## src/rtl/inst_loader_if.sv

```systemverilog
// Byte-stream input and instruction-memory write port of the boot loader.
// The loader side is the slave; the feeder/memory side is the master.
interface inst_loader_if;
  logic        in_valid;
  logic [7:0]  in_data;
  logic        in_ready;
  logic        mem_we;
  logic [31:0] mem_addr;
  logic [31:0] mem_wdata;

  modport slave  (input in_valid, in_data, output in_ready, mem_we, mem_addr, mem_wdata);
  modport master (output in_valid, in_data, input in_ready, mem_we, mem_addr, mem_wdata);
endinterface

```

## src/rtl/inst_loader.sv

```systemverilog
// Boot-time instruction-memory loader: length, big-endian words, XOR checksum.
// Holds the CPU in reset until a complete, checksum-verified image is written.
module inst_loader #(
  parameter logic [31:0] BASE_ADDR = 32'h0000_0000,
  parameter int unsigned MAX_WORDS = 32'd256
) (
  input  logic         clk,
  input  logic         rst,
  input  logic         start,
  inst_loader_if.slave bus,
  output logic         busy,
  output logic         done,
  output logic         error,
  output logic         cpu_hold
);

  typedef enum logic [2:0] {
    S_IDLE   = 3'd0,
    S_LEN_HI = 3'd1,
    S_LEN_LO = 3'd2,
    S_DATA   = 3'd3,
    S_CHK    = 3'd4,
    S_DONE   = 3'd5,
    S_ERR    = 3'd6
  } state_t;

  state_t      state_r;
  state_t      next_state_s;
  logic [15:0] count_r;
  logic [15:0] index_r;
  logic [1:0]  byte_cnt_r;
  logic [23:0] shift_r;
  logic [7:0]  chk_acc_r;
  logic        mem_we_r;
  logic [31:0] mem_addr_r;
  logic [31:0] mem_wdata_r;
  logic        in_ready_r;
  logic        busy_r;
  logic        done_r;
  logic        error_r;
  logic        cpu_hold_r;

  logic        in_ready_s;
  logic        busy_s;
  logic        done_s;
  logic        error_s;
  logic        cpu_hold_s;
  logic        accept_s;
  logic [15:0] len_s;
  logic        last_word_s;

  function automatic logic [7:0] chk_update(input logic [7:0] acc, input logic [7:0] b);
    return acc ^ b;
  endfunction

  assign accept_s    = bus.in_valid && in_ready_r;
  assign len_s       = {count_r[15:8], bus.in_data};
  assign last_word_s = (index_r == (count_r - 16'd1)) && (byte_cnt_r == 2'd3);

  // State register
  always_ff @(posedge clk or negedge rst) begin
    if (!rst) begin
      state_r <= S_IDLE;
    end else begin
      state_r <= next_state_s;
    end
  end

  // Next-state decode
  always_comb begin
    next_state_s = state_r;
    case (state_r)
      S_IDLE, S_DONE, S_ERR: begin
        if (start) next_state_s = S_LEN_HI;
        else       next_state_s = state_r;
      end
      S_LEN_HI: begin
        if (accept_s) next_state_s = S_LEN_LO;
        else          next_state_s = state_r;
      end
      S_LEN_LO: begin
        if (accept_s) begin
          if ((len_s == 16'd0) || (32'(len_s) > MAX_WORDS)) next_state_s = S_ERR;
          else                                              next_state_s = S_DATA;
        end else begin
          next_state_s = state_r;
        end
      end
      S_DATA: begin
        if (accept_s && last_word_s) next_state_s = S_CHK;
        else                         next_state_s = state_r;
      end
      S_CHK: begin
        if (accept_s) begin
          if (bus.in_data == chk_acc_r) next_state_s = S_DONE;
          else                          next_state_s = S_ERR;
        end else begin
          next_state_s = state_r;
        end
      end
      default: next_state_s = S_IDLE;
    endcase
  end

  // Status decode from the upcoming state so the registered copies line up with it
  always_comb begin
    in_ready_s = 1'b0;
    busy_s     = 1'b0;
    done_s     = 1'b0;
    error_s    = 1'b0;
    cpu_hold_s = 1'b1;
    case (next_state_s)
      S_LEN_HI, S_LEN_LO, S_DATA, S_CHK: begin
        in_ready_s = 1'b1;
        busy_s     = 1'b1;
      end
      S_DONE:  begin
        done_s     = 1'b1;
        cpu_hold_s = 1'b0;
      end
      S_ERR:   error_s = 1'b1;
      S_IDLE:  cpu_hold_s = 1'b1;
      default: cpu_hold_s = 1'b1;
    endcase
  end

  // Registered status outputs
  always_ff @(posedge clk or negedge rst) begin
    if (!rst) begin
      in_ready_r <= 1'b0;
      busy_r     <= 1'b0;
      done_r     <= 1'b0;
      error_r    <= 1'b0;
      cpu_hold_r <= 1'b1;
    end else begin
      in_ready_r <= in_ready_s;
      busy_r     <= busy_s;
      done_r     <= done_s;
      error_r    <= error_s;
      cpu_hold_r <= cpu_hold_s;
    end
  end

  // Length capture, word assembly, checksum and memory write strobe
  always_ff @(posedge clk or negedge rst) begin
    if (!rst) begin
      count_r     <= 16'd0;
      index_r     <= 16'd0;
      byte_cnt_r  <= 2'd0;
      shift_r     <= 24'd0;
      chk_acc_r   <= 8'd0;
      mem_we_r    <= 1'b0;
      mem_addr_r  <= BASE_ADDR;
      mem_wdata_r <= 32'd0;
    end else begin
      mem_we_r <= 1'b0;
      case (state_r)
        S_IDLE, S_DONE, S_ERR: begin
          if (start) begin
            index_r    <= 16'd0;
            byte_cnt_r <= 2'd0;
            chk_acc_r  <= 8'd0;
          end
        end
        S_LEN_HI: if (accept_s) count_r[15:8] <= bus.in_data;
        S_LEN_LO: if (accept_s) count_r[7:0]  <= bus.in_data;
        S_DATA: begin
          if (accept_s) begin
            shift_r    <= {shift_r[15:0], bus.in_data};
            chk_acc_r  <= chk_update(chk_acc_r, bus.in_data);
            byte_cnt_r <= byte_cnt_r + 2'd1;
            if (byte_cnt_r == 2'd3) begin
              // Word-aligned byte address, stepping like PC+4; wraps mod 2^32
              mem_we_r    <= 1'b1;
              mem_addr_r  <= BASE_ADDR + {14'd0, index_r, 2'b00};
              mem_wdata_r <= {shift_r, bus.in_data};
              index_r     <= index_r + 16'd1;
            end
          end
        end
        default: begin
        end
      endcase
    end
  end

  assign bus.in_ready  = in_ready_r;
  assign bus.mem_we    = mem_we_r;
  assign bus.mem_addr  = mem_addr_r;
  assign bus.mem_wdata = mem_wdata_r;
  assign busy          = busy_r;
  assign done          = done_r;
  assign error         = error_r;
  assign cpu_hold      = cpu_hold_r;

endmodule

```

## src/flat_wrapper.sv

```systemverilog
// flat-port wrapper written by rule: the top's interface ports become plain ports
module inst_loader_flat 
#(
  parameter logic [31:0] BASE_ADDR = 32'h0000_0000,
  parameter int unsigned MAX_WORDS = 32'd256
)
  (clk, rst, start, busy, done, error, cpu_hold, bus_in_valid, bus_in_data, bus_in_ready, bus_mem_we, bus_mem_addr, bus_mem_wdata);
  inst_loader_if bus_i ();
  input  logic clk;
  input  logic rst;
  input  logic start;
  output logic busy;
  output logic done;
  output logic error;
  output logic cpu_hold;
  input wire logic [$bits(bus_i.in_valid)-1:0] bus_in_valid;
  input wire logic [$bits(bus_i.in_data)-1:0] bus_in_data;
  output wire logic [$bits(bus_i.in_ready)-1:0] bus_in_ready;
  output wire logic [$bits(bus_i.mem_we)-1:0] bus_mem_we;
  output wire logic [$bits(bus_i.mem_addr)-1:0] bus_mem_addr;
  output wire logic [$bits(bus_i.mem_wdata)-1:0] bus_mem_wdata;
  assign bus_i.in_valid = bus_in_valid;
  assign bus_i.in_data = bus_in_data;
  assign bus_in_ready = bus_i.in_ready;
  assign bus_mem_we = bus_i.mem_we;
  assign bus_mem_addr = bus_i.mem_addr;
  assign bus_mem_wdata = bus_i.mem_wdata;
  inst_loader #(.BASE_ADDR(BASE_ADDR), .MAX_WORDS(MAX_WORDS)) u_core (.clk(clk), .rst(rst), .start(start), .bus(bus_i), .busy(busy), .done(done), .error(error), .cpu_hold(cpu_hold));
endmodule
```

## config.mk

```make
export PLATFORM = sky130hd
export DESIGN_NAME = inst_loader_flat
export DESIGN_NICKNAME = d
export VERILOG_FILES = /design/src/rtl/inst_loader_if.sv /design/src/rtl/inst_loader.sv /design/src/flat_wrapper.sv
export SDC_FILE = /design/constraint.sdc
export NUM_CORES = 1
export LEC_CHECK = 0
export BUFFER_PORTS_ARGS = -buffer_cell sky130_fd_sc_hd__buf_2
export CAP_MARGIN = 20
export CORE_ASPECT_RATIO = 1.4
export CORE_UTILIZATION = 30
export DETAILED_ROUTE_END_ITERATION = 6
export PLACE_DENSITY_LB_ADDON = 0.3
export SLEW_MARGIN = 30
export SYNTH_ARGS = -nofsm -noshare
export SYNTH_HDL_FRONTEND = slang
export SYNTH_SLANG_ARGS = --single-unit
```

## constraint.sdc

```tcl
create_clock -name clk -period 4.3 [get_ports clk]
set_clock_uncertainty 0.05 [all_clocks]
set_input_delay 0.215 -clock clk [delete_from_list [all_inputs] [get_ports clk]]
set_output_delay 0.215 -clock clk [all_outputs]
set_load 0.01 [all_outputs]
```

### After elaboration in Yosys (flattened, before gate mapping)

Index checks and enable logic that the tools add are counted.

| operators by class | value |
|---|---|
| add/subtract/negate cells | 3 |
| magnitude comparators | 1 |
| eq/ne operators | 18 |
| mux-type cells | 25 |
| bitwise logic cells | 1 |
| reduce and logical (&&, ||, !) cells | 15 |

Operators by type and width:

| kind | number |
|---|---|
| $mux 16 | 3 |
| $pmux 16 s2 | 1 |
| $eq 3x3->1 const B | 6 |
| $mux 3 | 6 |
| $add 16x1->16 const B | 1 |
| $eq 16x16->1 | 1 |
| $gt 16x9->1 const B | 1 |
| $logic_not 16->1 | 1 |
| $mux 8 | 2 |
| $pmux 8 s2 | 1 |
| $sub 16x1->16 const B | 1 |
| $pmux 3 s5 | 1 |
| $eq 3x2->1 const B | 4 |
| $eq 8x8->1 | 1 |
| $xor 8x8->8 | 1 |
| $mux 1 | 7 |
| $eq 3x1->1 const B | 2 |
| $mux 2 | 3 |
| $reduce_and 2->1 | 3 |
| $reduce_and 3->1 | 2 |
| $ne 2x1->1 const B | 2 |
| $pmux 2 s2 | 1 |
| $reduce_and 4->1 | 1 |
| $reduce_or 4->1 | 1 |
| other kinds (8) | 10 |

| word-level totals | value |
|---|---|
| register bits | 122 |
| input bits | 12 |
| output and inout bits | 70 |
| logic and storage cells | 77 |

### Depth between registers and ports, before layout

| logic depth | value |
|---|---|
| depth after elaboration | 9 |
| gate-level depth with buffers | 9 |
| depth with buffers taken out | 8 |

### Worst setup path after synthesis

No wires, ideal clock.

| timing path | value |
|---|---|
| kind | reg-to-reg |
| start point | reg u_core.count_r[9] |
| end point | reg u_core.state_r[1] |
| setup time | 125 ps |
| arrival | 1979 ps |
| required time | 4125 ps |
| setup slack | 2146 ps |
| cell stages (with the launch flop) | 7 |
| path buffers | 0 |
| clock period less this slack | 2154 ps |
| path through | dfrtp_1 or3_4 or3_1 a211o_1 a211oi_2 a41oi_1 nand2b_1 |

| on the way | value |
|---|---|
| word-level cells in the longest chain between the ends | 6 |

RTL lines:

| item | line | source |
|---|---|---|
| from (decl) | inst_loader.sv:29 | `logic [15:0] count_r;` |
| from (signal assigned) | inst_loader.sv:165 | `S_LEN_HI: if (accept_s) count_r[15:8] <= bus.in_data;` |
| $sub 16x1->16 | inst_loader.sv:58 | `assign last_word_s = (index_r == (count_r - 16'd1)) && (byte_cnt_r == 2'd3);` |
| $eq 16x16->1 | inst_loader.sv:58 |  |
| $logic_and 1x1->1 | inst_loader.sv:58 |  |
| $logic_and 1x1->1 | inst_loader.sv:90 | `if (accept_s && last_word_s) next_state_s = S_CHK;` |
| $mux 3 | inst_loader.sv:90 |  |
| $pmux 3 s5 | inst_loader.sv:72 | `case (state_r)` |
| named net u_core.next_state_s[1] | inst_loader.sv:28 | `state_t next_state_s;` |
| to (signal assigned) | inst_loader.sv:65 | `state_r <= next_state_s;` |
| to (decl) | inst_loader.sv:27 | `state_t state_r;` |

The timed path passes the listed nets, and every way through them passes these cells.
A chain may end at the register's enable or synchronous reset.

### Worst setup path in the final report

| timing path | value |
|---|---|
| start point | reg u_core.in_ready_r, in the netlist u_core.bus.in_ready |
| end point | reg u_core.index_r[13] |

| on the way | value |
|---|---|
| word-level cells in the longest chain between the ends | 3 |

RTL lines:

| item | line | source |
|---|---|---|
| from (decl) | inst_loader.sv:37 | `logic in_ready_r;` |
| from (signal assigned) | inst_loader.sv:136 | `in_ready_r <= in_ready_s;` |
| $logic_and 1x1->1 | inst_loader.sv:56 | `assign accept_s = bus.in_valid && in_ready_r;` |
| $ne 2x1->1 (no line) | n/a |  |
| $reduce_and 4->1 (no line) | n/a |  |
| to (signal assigned) | inst_loader.sv:177 | `index_r <= index_r + 16'd1;` |
| to (decl) | inst_loader.sv:30 | `logic [15:0] index_r;` |

Every way passes these cells.

==> out/qor.yml <==
run_status:
  run_status: "complete, no violations"
pwr:
  vdd_ir_drop_max_mv: 0.287
  power_density_nw_per_um2: 575
  post-layout-total-power_mw: 3.95
  p_leak_nw: 3.57
global_routing:
  globalRouteOverflowTotal: 0
  grt_antenna_before_repair: 0
  grtUsageMet2_pct: 26.8
  grt_first_pass_wirelength_um: 23600
  grt_start_max_net_pins: 57
  grt_usage_pct: 15.3
  grt_most_used_layer: "met2"
  globalRouteMet3Util_pct: 3.60
  grt_pass1_vias: 4508
  gr-usage-met1_pct: 17.9
die:
  floorplan.die_area_um2: 20000
  core_region_area_um2: 18800
  floorplan.die.height_um: 167
  num_rows: 59
  initial_core_util_pct: 30.9
  ios: 82
  chipWidth_um: 120
clock_network:
  insertion_delay_ns: 0.41
  clock-root-buffer: "sky130_fd_sc_hd__clkbuf_16"
  cts.sink_count: 122
  htree_levels: 4
  post-cts-setup-buffer-count: 0
  cts.clk_slew.worst_paths_ns: 0.06
  post_cts.resized_instances: 0
  cts_tree: "yes"
  cts_buf_count: 17
  cts_hold_repair.buffers: 1
  ctsLongestPathBuffers: 2
sta:
  fin_setup_tns_ns: 0
  actual_slew_at_the_worst_max_slew_pin_ns: 0.751
  worst_setup_slack_after_layout_ns: 1.37
  unrepaired_setup_endpoints_after_global_routing: "false"
  timing.max_slew.rel_slack_pct: 49.9
  timing_max_transition_violations_final: 0
  fin_crit_sh_pct: 68.1
  max_freq_mhz: 341
  hold_viol: 0
  setup_viol: 0
  finalWorstPathRequiredPeriod_ns: 2.93
yosys:
  avgSynthCellArea_um2: 9.11
  postSynth.topFlopCell: "sky130_fd_sc_hd__dfrtp_1"
  synthXorXnorAreaFrac_pct: 6.17
  synth-simple-area-share_pct: 25.3
  synth-edff-count: 0
  yosysUniqueCellTypes: 60
  synth_mux_area_share_pct: 3.03
  post_synth_instance_area_um2: 5820
  ys_seq_area_share_pct: 52.5
  synth.largest_area_cell: "sky130_fd_sc_hd__dfrtp_1"
  synth_cells: 639
  synthesized_area_fraction_occupied_by_ao_oa_aoi_and_oai_cells_pct: 7.03
  synth_top_family_by_area: "simple AND/OR/NAND/NOR gates"
  top_cells_by_area_synth: "sky130_fd_sc_hd__dfrtp_1 (52%), sky130_fd_sc_hd__nand2_1 (15%), sky130_fd_sc_hd__xor2_1 (3.6%)"
  synth_top_cell_area_share_pct: 52.0
  synth_adder_area_share_pct: 0.817
  synth_commonest_cells: "sky130_fd_sc_hd__nand2_1 (235), sky130_fd_sc_hd__dfrtp_1 (121), sky130_fd_sc_hd__nor2_1 (33), sky130_fd_sc_hd__clkbuf_1 (24), sky130_fd_sc_hd__xor2_1 (24)"
  ys_seq_elements: 122
  ys_warn_count: 0
  top_count_cell_post_synth: "sky130_fd_sc_hd__nand2_1"
  async_reset_ff_share_pct: 100
placed_design:
  dp_cells: 920
  preCtsSetupSlack_ns: 1.43
  io_buffers: 65
  place.detailed.hpwl_um: 9820
  gp_congestion: 0.825
detailed_routing:
  mean_number_of_vias_per_cell: 4.67
  post_route_antenna_net_violation_count: 0
  post-route-drc-count: 0
  detailedRoute.firstPassIterationCount: 4
  post_route_wl_um: 14300
  via_count: 4446
  wl_per_cell_um: 15.1
  drt_initial_violations: 236
finish:
  area.growth.synth_to_final_pct: 18.2
  final_net_count: 711
  final_cell_count_no_fill: 952
  post_route_cells_drive_above_1_share_pct: 17.5
  fin_util_pct: 36.5
  antenna_cells_inserted: 0
setup_path:
  cpMaxStageDelayCell: "sky130_fd_sc_hd__a211oi_1"
  slowest_delay_ns: 0.63
  timing.critical_path.required_ns: 4.54
  top_delay_family_on_crit_path: "compound AO/OA/AOI/OAI gates"
  crit_path_start_kind: "register"
  arrival_time_at_the_worst_endpoint_ns: 3.17
  cp_max_fo: 56
  worstSetupEndpointType: "register"
  cp.buffers_inverters: 1
  critical_path_class: "reg2reg"
  crit_chain: "nand2_1 -> nor2_4 -> nand2_2 -> buf_4 -> a211oi_1 -> a31oi_1 -> a41o_1"
worst_hold_path:
  min_path_type: "in2reg"
flow_run:
  count_of_maximum_capacitance_violations: 0
[placed cells by master (no fill, tap or decap), types with 6 or more instances in the layout]
master / n
sky130_fd_sc_hd__a21oi_1: 6
sky130_fd_sc_hd__and3_1: 6
sky130_fd_sc_hd__buf_2: 64
sky130_fd_sc_hd__buf_4: 8
sky130_fd_sc_hd__clkbuf_16: 17
sky130_fd_sc_hd__conb_1: 16
sky130_fd_sc_hd__dfrtp_1: 121
sky130_fd_sc_hd__inv_1: 8
sky130_fd_sc_hd__mux2_2: 13
sky130_fd_sc_hd__nand2_1: 234
sky130_fd_sc_hd__nand3_1: 12
sky130_fd_sc_hd__nand4_1: 6
sky130_fd_sc_hd__nor2_1: 33
sky130_fd_sc_hd__nor3_1: 8
sky130_fd_sc_hd__nor4_1: 7
sky130_fd_sc_hd__o21ai_0: 22
sky130_fd_sc_hd__xnor2_1: 17
sky130_fd_sc_hd__xor2_1: 24
[path summary, 6_finish.rpt]
| check | start | to | slack (ns) | depth (start not counted) |
|---|---|---|---|---|
| min in group asynchronous | rst | u_core.done$_DFF_PN0_ | 0.26 | 2 |
| worst max register to register | u_core.bus.in_ready$_DFF_PN0_ | u_core.index_r[13]$_DFFE_PN0P_ | 1.37 | 7 |
| max in group asynchronous | rst | u_core.shift_r[19]$_DFFE_PN0P_ | 2.93 | 3 |
| worst max-delay path | u_core.bus.in_ready$_DFF_PN0_ | u_core.index_r[13]$_DFFE_PN0P_ | 1.37 | 7 |
| worst min-delay path | bus_in_data[2] | u_core.bus.mem_wdata[2]$_DFFE_PN0P_ | 0.06 | 3 |
| worst min register to register | u_core.bus.mem_addr[4]$_DFFE_PN0P_ | u_core.bus.mem_addr[4]$_DFFE_PN0P_ | 0.42 | 2 |
[per-layer routing]
metal	routed length [µm]	vias to the layer above	part of all wire (%)
met2	7670	85	54
met5	0	-	0
met4	283	0	2.0
li1	-	2194	-
met1	5940	2150	41
met3	435	17	3.0
[tightest hold or removal path, stage by stage]
cell,delay [ns]
sky130_fd_sc_hd__buf_2,0.16
sky130_fd_sc_hd__nand2_1,0.07
sky130_fd_sc_hd__nand2_1,0.04
[registers in the layout, summed over array words and instances, names as in the netlist]
name / count
u_core.bus.mem_wdata: 32
u_core.shift_r: 24
u_core.bus.mem_addr: 16
u_core.count_r: 16
u_core.index_r: 16
u_core.chk_acc_r: 8
u_core.state_r: 3
u_core.byte_cnt_r: 2
u_core.bus.in_ready: 1
u_core.bus.mem_we: 1
u_core.cpu_hold: 1
u_core.done: 1
u_core.error: 1
[logic make-up (layout without fill, tap and decap cells)]
kind of cell	Yosys count	count (layout)
flops	122	122
xor+xnor	41	41
buf+inv	59	113
other cells	1	16
fa+ha+maj	4	4
simple gates	335	335
mux	16	16
compound gates	61	61
[metrics by stage]
| step | instance area (µm²) | hold slack (ns) |
|---|---|---|
| 6_report | 6880 | 0.0591 |
| 5_1_grt | 6880 | 0.0531 |
| 4_1_cts | 6870 | 0.0536 |
| 3_5_place_dp | 6300 | 0.165 |
| 3_3_place_gp | 6300 | 0.159 |
| 2_1_floorplan | 5880 | -0.131 |
[power breakdown]
group	internal [mW]	switching, mW
registers	1.39	0.294
logic	0.398	0.511
clock network	0.852	0.507
[cell type report]
type	instances	area, µm²
clock buffers	25	495
clock inverters	6	63.8
fillers	1924	11900
inverters	9	33.8
multi-input cells	473	2540
flip-flops and latches	122	3050
well taps	244	305
repair buffers	73	390
No activity file was read; power rests on OpenSTA's default activity.
